--- src/rtl/reg_share_arbiter_if.sv ---
// reg_share_arbiter_if
//   Bundles the request/write/grant signals of a three-requester shared
//   register arbiter.
//   req[2:0]    request, bit i from requester i
//   wr[2:0]     write strobe, bit i from requester i
//   wdata       3*WIDTH write data, slice [i*WIDTH +: WIDTH] from requester i
//   gnt[2:0]    one-hot grant (registered)
//   ack[2:0]    one-cycle write acknowledge (registered)
//   rdata       shared register value (registered)
//   busy        arbiter currently has an owner
//   master: requester side, slave: arbiter side.
interface reg_share_arbiter_if #(
  parameter int WIDTH = 8
);
  logic [2:0]         req;
  logic [2:0]         wr;
  logic [3*WIDTH-1:0] wdata;
  logic [2:0]         gnt;
  logic [2:0]         ack;
  logic [WIDTH-1:0]   rdata;
  logic               busy;

  modport master (
    output req, wr, wdata,
    input  gnt, ack, rdata, busy
  );

  modport slave (
    input  req, wr, wdata,
    output gnt, ack, rdata, busy
  );
endinterface

--- src/rtl/reg_share_arbiter.sv ---
// reg_share_arbiter
//   Round-robin arbiter granting one of three requesters ownership of a
//   shared WIDTH-bit register for at most MAX_HOLD consecutive cycles.
//   The owner may write the register; each accepted write is acknowledged
//   for one cycle. Every ownership is followed by at least one idle cycle.
//   Ports:
//     clk  rising-edge clock
//     rst  synchronous active-high reset
//     bus  reg_share_arbiter_if slave modport (req/wr/wdata in,
//          gnt/ack/rdata/busy out)
module reg_share_arbiter #(
  parameter int WIDTH    = 8,
  parameter int MAX_HOLD = 4   // legal range 1..15
) (
  input  logic               clk,
  input  logic               rst,
  reg_share_arbiter_if.slave bus
);

  typedef enum logic {
    IDLE,
    GRANT
  } state_t;

  state_t           state, state_nxt;
  logic [1:0]       owner, owner_nxt;
  logic [1:0]       last, last_nxt;
  logic [3:0]       hold_cnt, hold_nxt;
  logic [2:0]       gnt_q, gnt_nxt;
  logic [2:0]       ack_q, ack_nxt;
  logic [WIDTH-1:0] shreg, shreg_nxt;

  logic [1:0]       idx;
  logic [1:0]       winner;
  logic             winner_vld;
  logic             owner_req;
  logic             owner_wr;
  logic [WIDTH-1:0] owner_data;
  logic             release_now;

  // Round-robin search starting at last+1, wrapping 2 -> 0.
  always_comb begin
    idx        = last;
    winner     = '0;
    winner_vld = 1'b0;
    for (int unsigned k = 0; k < 3; k++) begin
      idx = (idx == 2'd2) ? 2'd0 : idx + 2'd1;
      if (!winner_vld && bus.req[idx]) begin
        winner     = idx;
        winner_vld = 1'b1;
      end
    end
  end

  // Signals of the current owner only; other requesters' strobes are ignored.
  always_comb begin
    owner_req  = 1'b0;
    owner_wr   = 1'b0;
    owner_data = '0;
    for (int unsigned i = 0; i < 3; i++) begin
      if (owner == 2'(i)) begin
        owner_req  = bus.req[i];
        owner_wr   = bus.wr[i];
        owner_data = bus.wdata[i*WIDTH +: WIDTH];
      end
    end
  end

  assign release_now = (state == GRANT) &&
                       (!owner_req || (hold_cnt == 4'(MAX_HOLD - 1)));

  // State register
  always_ff @(posedge clk) begin
    if (rst) state <= IDLE;
    else     state <= state_nxt;
  end

  // Next-state logic
  always_comb begin
    state_nxt = state;
    case (state)
      IDLE:    if (winner_vld)  state_nxt = GRANT;
      GRANT:   if (release_now) state_nxt = IDLE;
      default: state_nxt = IDLE;
    endcase
  end

  // Output / datapath next values (registered below)
  always_comb begin
    gnt_nxt   = gnt_q;
    ack_nxt   = '0;
    shreg_nxt = shreg;
    hold_nxt  = hold_cnt;
    last_nxt  = last;
    owner_nxt = owner;
    case (state)
      IDLE: begin
        gnt_nxt = '0;
        if (winner_vld) begin
          gnt_nxt   = 3'b001 << winner;
          owner_nxt = winner;
          hold_nxt  = '0;
        end
      end
      GRANT: begin
        hold_nxt = hold_cnt + 4'd1;
        // A write is accepted even on the cycle the hold limit releases.
        if (owner_req && owner_wr) begin
          shreg_nxt = owner_data;
          ack_nxt   = 3'b001 << owner;
        end
        if (release_now) begin
          gnt_nxt  = '0;
          last_nxt = owner;
        end
      end
      default: gnt_nxt = '0;
    endcase
  end

  always_ff @(posedge clk) begin
    if (rst) begin
      gnt_q    <= '0;
      ack_q    <= '0;
      shreg    <= '0;
      hold_cnt <= '0;
      last     <= 2'd2;
      owner    <= '0;
    end else begin
      gnt_q    <= gnt_nxt;
      ack_q    <= ack_nxt;
      shreg    <= shreg_nxt;
      hold_cnt <= hold_nxt;
      last     <= last_nxt;
      owner    <= owner_nxt;
    end
  end

  assign bus.gnt   = gnt_q;
  assign bus.ack   = ack_q;
  assign bus.rdata = shreg;
  assign bus.busy  = (state == GRANT);

endmodule

--- src/flat_wrapper.sv ---
// flat-port wrapper written by rule: the top's interface ports become plain ports
module reg_share_arbiter_flat 
#(
  parameter int WIDTH    = 8,
  parameter int MAX_HOLD = 4                       
)
  (clk, rst, bus_req, bus_wr, bus_wdata, bus_gnt, bus_ack, bus_rdata, bus_busy);
  reg_share_arbiter_if #(.WIDTH(WIDTH)) bus_i ();
  input  logic clk;
  input  logic rst;
  input wire logic [$bits(bus_i.req)-1:0] bus_req;
  input wire logic [$bits(bus_i.wr)-1:0] bus_wr;
  input wire logic [$bits(bus_i.wdata)-1:0] bus_wdata;
  output wire logic [$bits(bus_i.gnt)-1:0] bus_gnt;
  output wire logic [$bits(bus_i.ack)-1:0] bus_ack;
  output wire logic [$bits(bus_i.rdata)-1:0] bus_rdata;
  output wire logic [$bits(bus_i.busy)-1:0] bus_busy;
  assign bus_i.req = bus_req;
  assign bus_i.wr = bus_wr;
  assign bus_i.wdata = bus_wdata;
  assign bus_gnt = bus_i.gnt;
  assign bus_ack = bus_i.ack;
  assign bus_rdata = bus_i.rdata;
  assign bus_busy = bus_i.busy;
  reg_share_arbiter #(.WIDTH(WIDTH), .MAX_HOLD(MAX_HOLD)) u_core (.clk(clk), .rst(rst), .bus(bus_i));
endmodule
--- config.mk ---
export PLATFORM = sky130hd
export DESIGN_NAME = reg_share_arbiter_flat
export DESIGN_NICKNAME = d
export VERILOG_FILES = /design/src/rtl/reg_share_arbiter_if.sv /design/src/rtl/reg_share_arbiter.sv /design/src/flat_wrapper.sv
export SDC_FILE = /design/constraint.sdc
export NUM_CORES = 1
export LEC_CHECK = 0
export CAP_MARGIN = 10
export CORE_ASPECT_RATIO = 0.6
export CORE_MARGIN = 2
export CORE_UTILIZATION = 46
export CTS_CLUSTER_SIZE = 14
export DETAILED_ROUTE_END_ITERATION = 10
export PLACE_DENSITY_LB_ADDON = 0.25
export SETUP_SLACK_MARGIN = 0.05
export SLEW_MARGIN = 0
export SYNTH_ARGS = -nofsm -noshare
export SYNTH_HDL_FRONTEND = slang
export SYNTH_SLANG_ARGS = --single-unit
--- constraint.sdc ---
create_clock -name clk -period 3.55 [get_ports clk]
set_clock_uncertainty 0.15 [all_clocks]
set_input_delay 0.71 -clock clk [delete_from_list [all_inputs] [get_ports clk]]
set_output_delay 0.71 -clock clk [all_outputs]
set_load 0.005 [all_outputs]
# Word level (Yosys, flattened, before mapping)
# Cells that the tools add are included.
# Widths: inputs -> output; s select.
[word_totals]
register_bits = 23
in_bits = 32
[op_classes]
n_addsub = 4
order_cmp = 3
eq_ne = 8
n_shift = 2
mux = 32
bitwise = 2
reduce_logical = 13
[op_table]
columns = ["op", "count"]
rows = [
  ["$mux 8", 3],
  ["$mux 1", 14],
  ["$mux 2", 6],
  ["$lt 2x3->1 const B", 3],
  ["$eq 2x2->1 const B", 4],
  ["$pmux 4 s2", 1],
  ["$add 2x1->2 const B", 3],
  ["$bmux 1 s2", 3],
  ["$mux 3", 2],
  ["$pmux 3 s2", 1],
  ["$reduce_and 2->1", 3],
  ["$shl 1x2->3 const A", 2],
  ["$add 4x1->4 const B", 1],
  ["$eq 4x2->1 const B", 1],
  ["$logic_and 1x1->1", 4],
  ["$mux 4", 1],
  ["$logic_not 1->1", 3],
  ["$reduce_or 3->1", 1],
  ["$eq 2x1->1 const B", 1],
  ["$logic_not 2->1", 1],
  ["$ne 2x1->1 const B", 1],
  ["$ne 2x2->1 const B", 1],
  ["$not 1->1", 2],
  ["$pmux 1 s2", 1],
  ["$logic_or 1x1->1", 1],
]

# Logic depth before layout (Yosys ltp)
[logic_depth]
ltp_word = 14
ltp_mapped = 7

# Worst setup path after synthesis
# OpenSTA, ideal clock, no wires.
[synth_path]
path_kind = "register to register"
start = "reg u_core.hold_cnt[0]"
end = "reg u_core.last[1]"
setup_time_ns = 0.120
arrival_ns = 1.621
slack_ns = 1.660
stages_incl_launch_ff = 7
synth_period_minus_slack_ns = 1.890
cell_sequence = "dfxtp_1 > ha_1 > or3b_1 > buf_2 > or2_4 > and3_1 > a211o_1"
[synth_via]
elab_chain_cells = 4
[synth_lines]
columns = ["item", "line", "text"]
rows = [
  ["start, declared", "reg_share_arbiter.sv:28", "logic [3:0] hold_cnt, hold_nxt;"],
  ["start signal, assigned", "reg_share_arbiter.sv:133", "hold_cnt <= hold_nxt;"],
  ["$eq 4x2->1", "reg_share_arbiter.sv:70", "(!owner_req || (hold_cnt == 4'(MAX_HOLD - 1)));"],
  ["$logic_or 1x1->1", "reg_share_arbiter.sv:70", ""],
  ["$logic_and 1x1->1", "reg_share_arbiter.sv:69", "assign release_now = (state == GRANT) &&"],
  ["$reduce_and 2->1 (no source line)", "--", ""],
  ["end signal, assigned", "reg_share_arbiter.sv:134", "last <= last_nxt;"],
  ["end, declared", "reg_share_arbiter.sv:27", "logic [1:0] last, last_nxt;"],
]
# No other way between the ends.
# A chain may end at the register's enable or synchronous reset.

# Final worst setup path
[layout_path]
start = "reg u_core.owner[0]"
end = "reg u_core.shreg[5] (netlist: u_core.bus.rdata[5])"
[layout_via]
elab_chain_cells = 6
elab_cells_between_ends = 14
cone_classes = "eq/ne: 2; mux: 9; reduce/logical: 3"
[layout_lines]
columns = ["item", "line", "text"]
rows = [
  ["start, declared", "reg_share_arbiter.sv:26", "logic [1:0] owner, owner_nxt;"],
  ["start signal, assigned", "reg_share_arbiter.sv:135", "owner <= owner_nxt;"],
  ["$logic_not 2->1", "reg_share_arbiter.sv:61", "if (owner == 2'(i)) begin"],
  ["$mux 1 (3 in a row)", "reg_share_arbiter.sv:61", ""],
  ["$logic_and 1x1->1", "reg_share_arbiter.sv:108", "if (owner_req && owner_wr) begin"],
  ["$reduce_and 2->1 (no source line)", "--", ""],
  ["end signal, assigned", "reg_share_arbiter.sv:132", "shreg <= shreg_nxt;"],
  ["end, declared", "reg_share_arbiter.sv:31", "logic [WIDTH-1:0] shreg, shreg_nxt;"],
]
# Several ways; a longest one is shown, not always the timed one.

==> flow_summary.toml <==
[clock_tree]
htree_levels = 1
cts_max_path_buffers = 2
cts_tree = "built"
cts.sinks = 23
cts_setup_buffers = 0
clkTransAtPathRegs_ns = 0.08
post_cts_resized = 0
cts.root.buffer_cell = "clkbuf_8"
holdBufCountCts = 0
clock_latency_ns = 0.26
numCtsBuffers = 3

[detailed_routing]
wl_per_cell_um = 14.1
detail-route-antenna-nets = 0
drt_iter0_drc = 64
dr.pass1.iters = 4
vias_per_cell = 5.54
drc = 0
vias = 1158
routed_wl_um = 2950

[power]
p_int_uw = 425
power-per-cell-area_nw_per_um2 = 351
seqPwrFrac_pct = 49.6
power_switching_uw = 159
p_comb_share_pct = 23.1
p_leak_uw = 0.000558
clkPwrFrac_pct = 27.4
power_uw = 584
switching_share_pct = 27.2
ir_worst_vdd_mv = 0.251

[yosys]
synth_area_leaders = "dfxtp_1 39%, a21oi_1 10%, mux2i_1 9.3%"
synth-main-ff-cell = "dfxtp_1"
async_reset_ff_share_pct = 0
synth_top_cell_by_area = "dfxtp_1"
synth_edf_count = 0
synth_area_um2 = 1180
synthCells = 138
synth_common_cells = "24 x a21oi_1, 23 x dfxtp_1, 13 x nor2_1"
synth_adder_area_share_pct = 1.06
yosysWarnings = 0
synth_cell_types = 34
synth-simple-area-share_pct = 17.5
ys_seq_elements = 23
synth_xor_area_share_pct = 0
yosysSeqAreaShare_pct = 38.9
synthMuxAreaShare_pct = 9.31
synth.most_common_cell = "a21oi_1"
synth_top_family_by_area = "compound AO/OA/AOI/OAI gates"
synth_compound_area_share_pct = 26.2
synth_top_area_share_pct = 38.9
syn_area_per_cell_um2 = 8.57
synth_fp_nets = 171

[setup_path]
worst_setup_path_start_kind = "register"
reg2reg_to = "u_core.bus.rdata[5]"
path_cells = "nor2b_1 > o2bb2ai_2 > a21oi_1 > a311oi_1"
criticalPathCategory = "reg -> reg"
r2r_slack_ns = 1.02
critPathRequiredTime_ns = 3.56
max_stage_delay_ns = 0.80
timing.critical_path.max_delay_family = "flip-flops"
reg2regPathDepth = 4
slowest_stage = "dfxtp_1"
end_kind = "register"
cp_max_fo = 19
critPathBufInv = 0
cp_data_arrival_time_ns = 2.54
r2r-start = "u_core.owner[0]"

[floorplanning]
pin_count = 47
die_x_um = 69.5
num_rows = 14
initial_core_util_pct = 47.9
dieArea_um2 = 3010
chipHeight_um = 43.3
core_area_um2 = 2470

[timing]
report.final.hold_viol_count = 0
worst_pin_slew_ns = 0.861
fmax_mhz = 395
setup_viol = 0
min_period_ns = 2.53
slew_headroom_pct = 42.5
drv_slew = 0
rsz0062_at_grt = "no"
layout_setup_ws_ns = 1.02
whs_ns = 0.319
final.setup.tns_ns = 0
fin_crit_sh_pct = 71.3

[place]
gp_congestion = 0.804
hpwl_um = 2190
port_buffers = 46
dp_slack_ns = 0.749

[grt]
grt_usage_pct = 20.5
grt_max_degree = 25
grt_first_pass_wirelength_um = 4860
overflow = 0
antenna_found_initial = 0
grt_pass1_vias = 1067

[final_layout]
nNetsFinal = 211
area_growth_pct = 40.8
finalCoreUtilization_pct = 67.4
diodes = 0
drive_gt1_share_pct = 5.08

[hold_path]
hold_path_end = "u_core.bus.gnt[0]"
hp-start = "u_core.bus.gnt[0]"
min_delay_path_depth = 2
hold_path.class = "reg -> reg"

[run_status]
status = "complete, no violations"

[job]
cap_viol_max_count = 0
==> worst max-delay path by stage <==
stage                        from  depth (start not counted)             endpoint
6_report          u_core.owner[0]                          4  u_core.bus.rdata[5]
5_1_grt           u_core.owner[0]                          4  u_core.bus.rdata[4]
4_1_cts           u_core.owner[0]                          4  u_core.bus.rdata[2]
3_5_place_dp           bus_req[0]                          5  u_core.bus.rdata[4]
3_3_place_gp           bus_req[0]                          5  u_core.bus.rdata[2]
2_1_floorplan  u_core.hold_cnt[0]                          6       u_core.last[1]
==> layout by cell type, fill, tap and decap left out, drive strengths merged, types with 2 or more instances in the layout <==
master,n
o31ai,3
o211ai,2
clkdlybuf4s50,46
nor2b,3
nand3,5
a31oi,2
mux2i,11
or2,2
clkbuf,3
dfxtp,23
o22ai,2
a311oi,8
nor4,3
nand2,10
inv,3
a21oi,24
nor2,13
==> per-layer routing <==
layer  share of wire (%)  routed length (um)  track usage (%)
met5                   0                   0                0
met4                0.58                  17             2.35
met3                 5.2                 155             5.70
met2                  45                1340             32.3
met1                  49                1440             29.1
==> worst reg2reg max path, cell delays in order, from the launching register on <==
cell and delay, ns:
dfxtp_1 0.80, nor2b_1 0.69, o2bb2ai_2 0.36, a21oi_1 0.15, a311oi_1 0.28
==> flip-flops by register name (all words and copies together), names as in the netlist <==
signal and cells:
u_core.hold_cnt 4, u_core.bus.ack 3, u_core.bus.gnt 3, u_core.owner 2
u_core.last 2, u_core.bus.busy 1, u_core.bus.rdata 8
==> power groups by stage <==
stage / registers (uW) / clock network (uW) / logic (uW)
global placement: 295 / 0 / 129
CTS: 289 / 160 / 135
floorplan: 286 / 0 / 78.8
global route: 292 / 176 / 149
detailed placement: 295 / 0 / 134
finish: 289 / 160 / 135
==> per-stage QoR <==
step                instance area [um^2]  std cells
floorplan                           1180        138
global placement                    1620        205
detailed placement                  1620        205
CTS                                 1670        209
global route                        1670        209
finish                              1670        209
==> logic make-up (layout without fill, tap and decap cells) <==
family / after synthesis / in the layout
AO/OA/AOI/OAI: 46 / 46
adder cells (fa/ha/maj): 1 / 1
buffers and inverters: 15 / 54
flip-flops: 23 / 23
multiplexers: 11 / 11
AND/OR/NAND/NOR: 42 / 42
==> cell type report <==
cell class | count | area (um^2)
fill | 215 | 805
timing repair buffer | 47 | 468
clock buffer | 3 | 41.3
multi-input combinational | 100 | 639
tap | 32 | 40.0
inverter | 3 | 11.3
sequential | 23 | 460
clock inverter | 1 | 5.00
(Power assumes the default switching activity.)
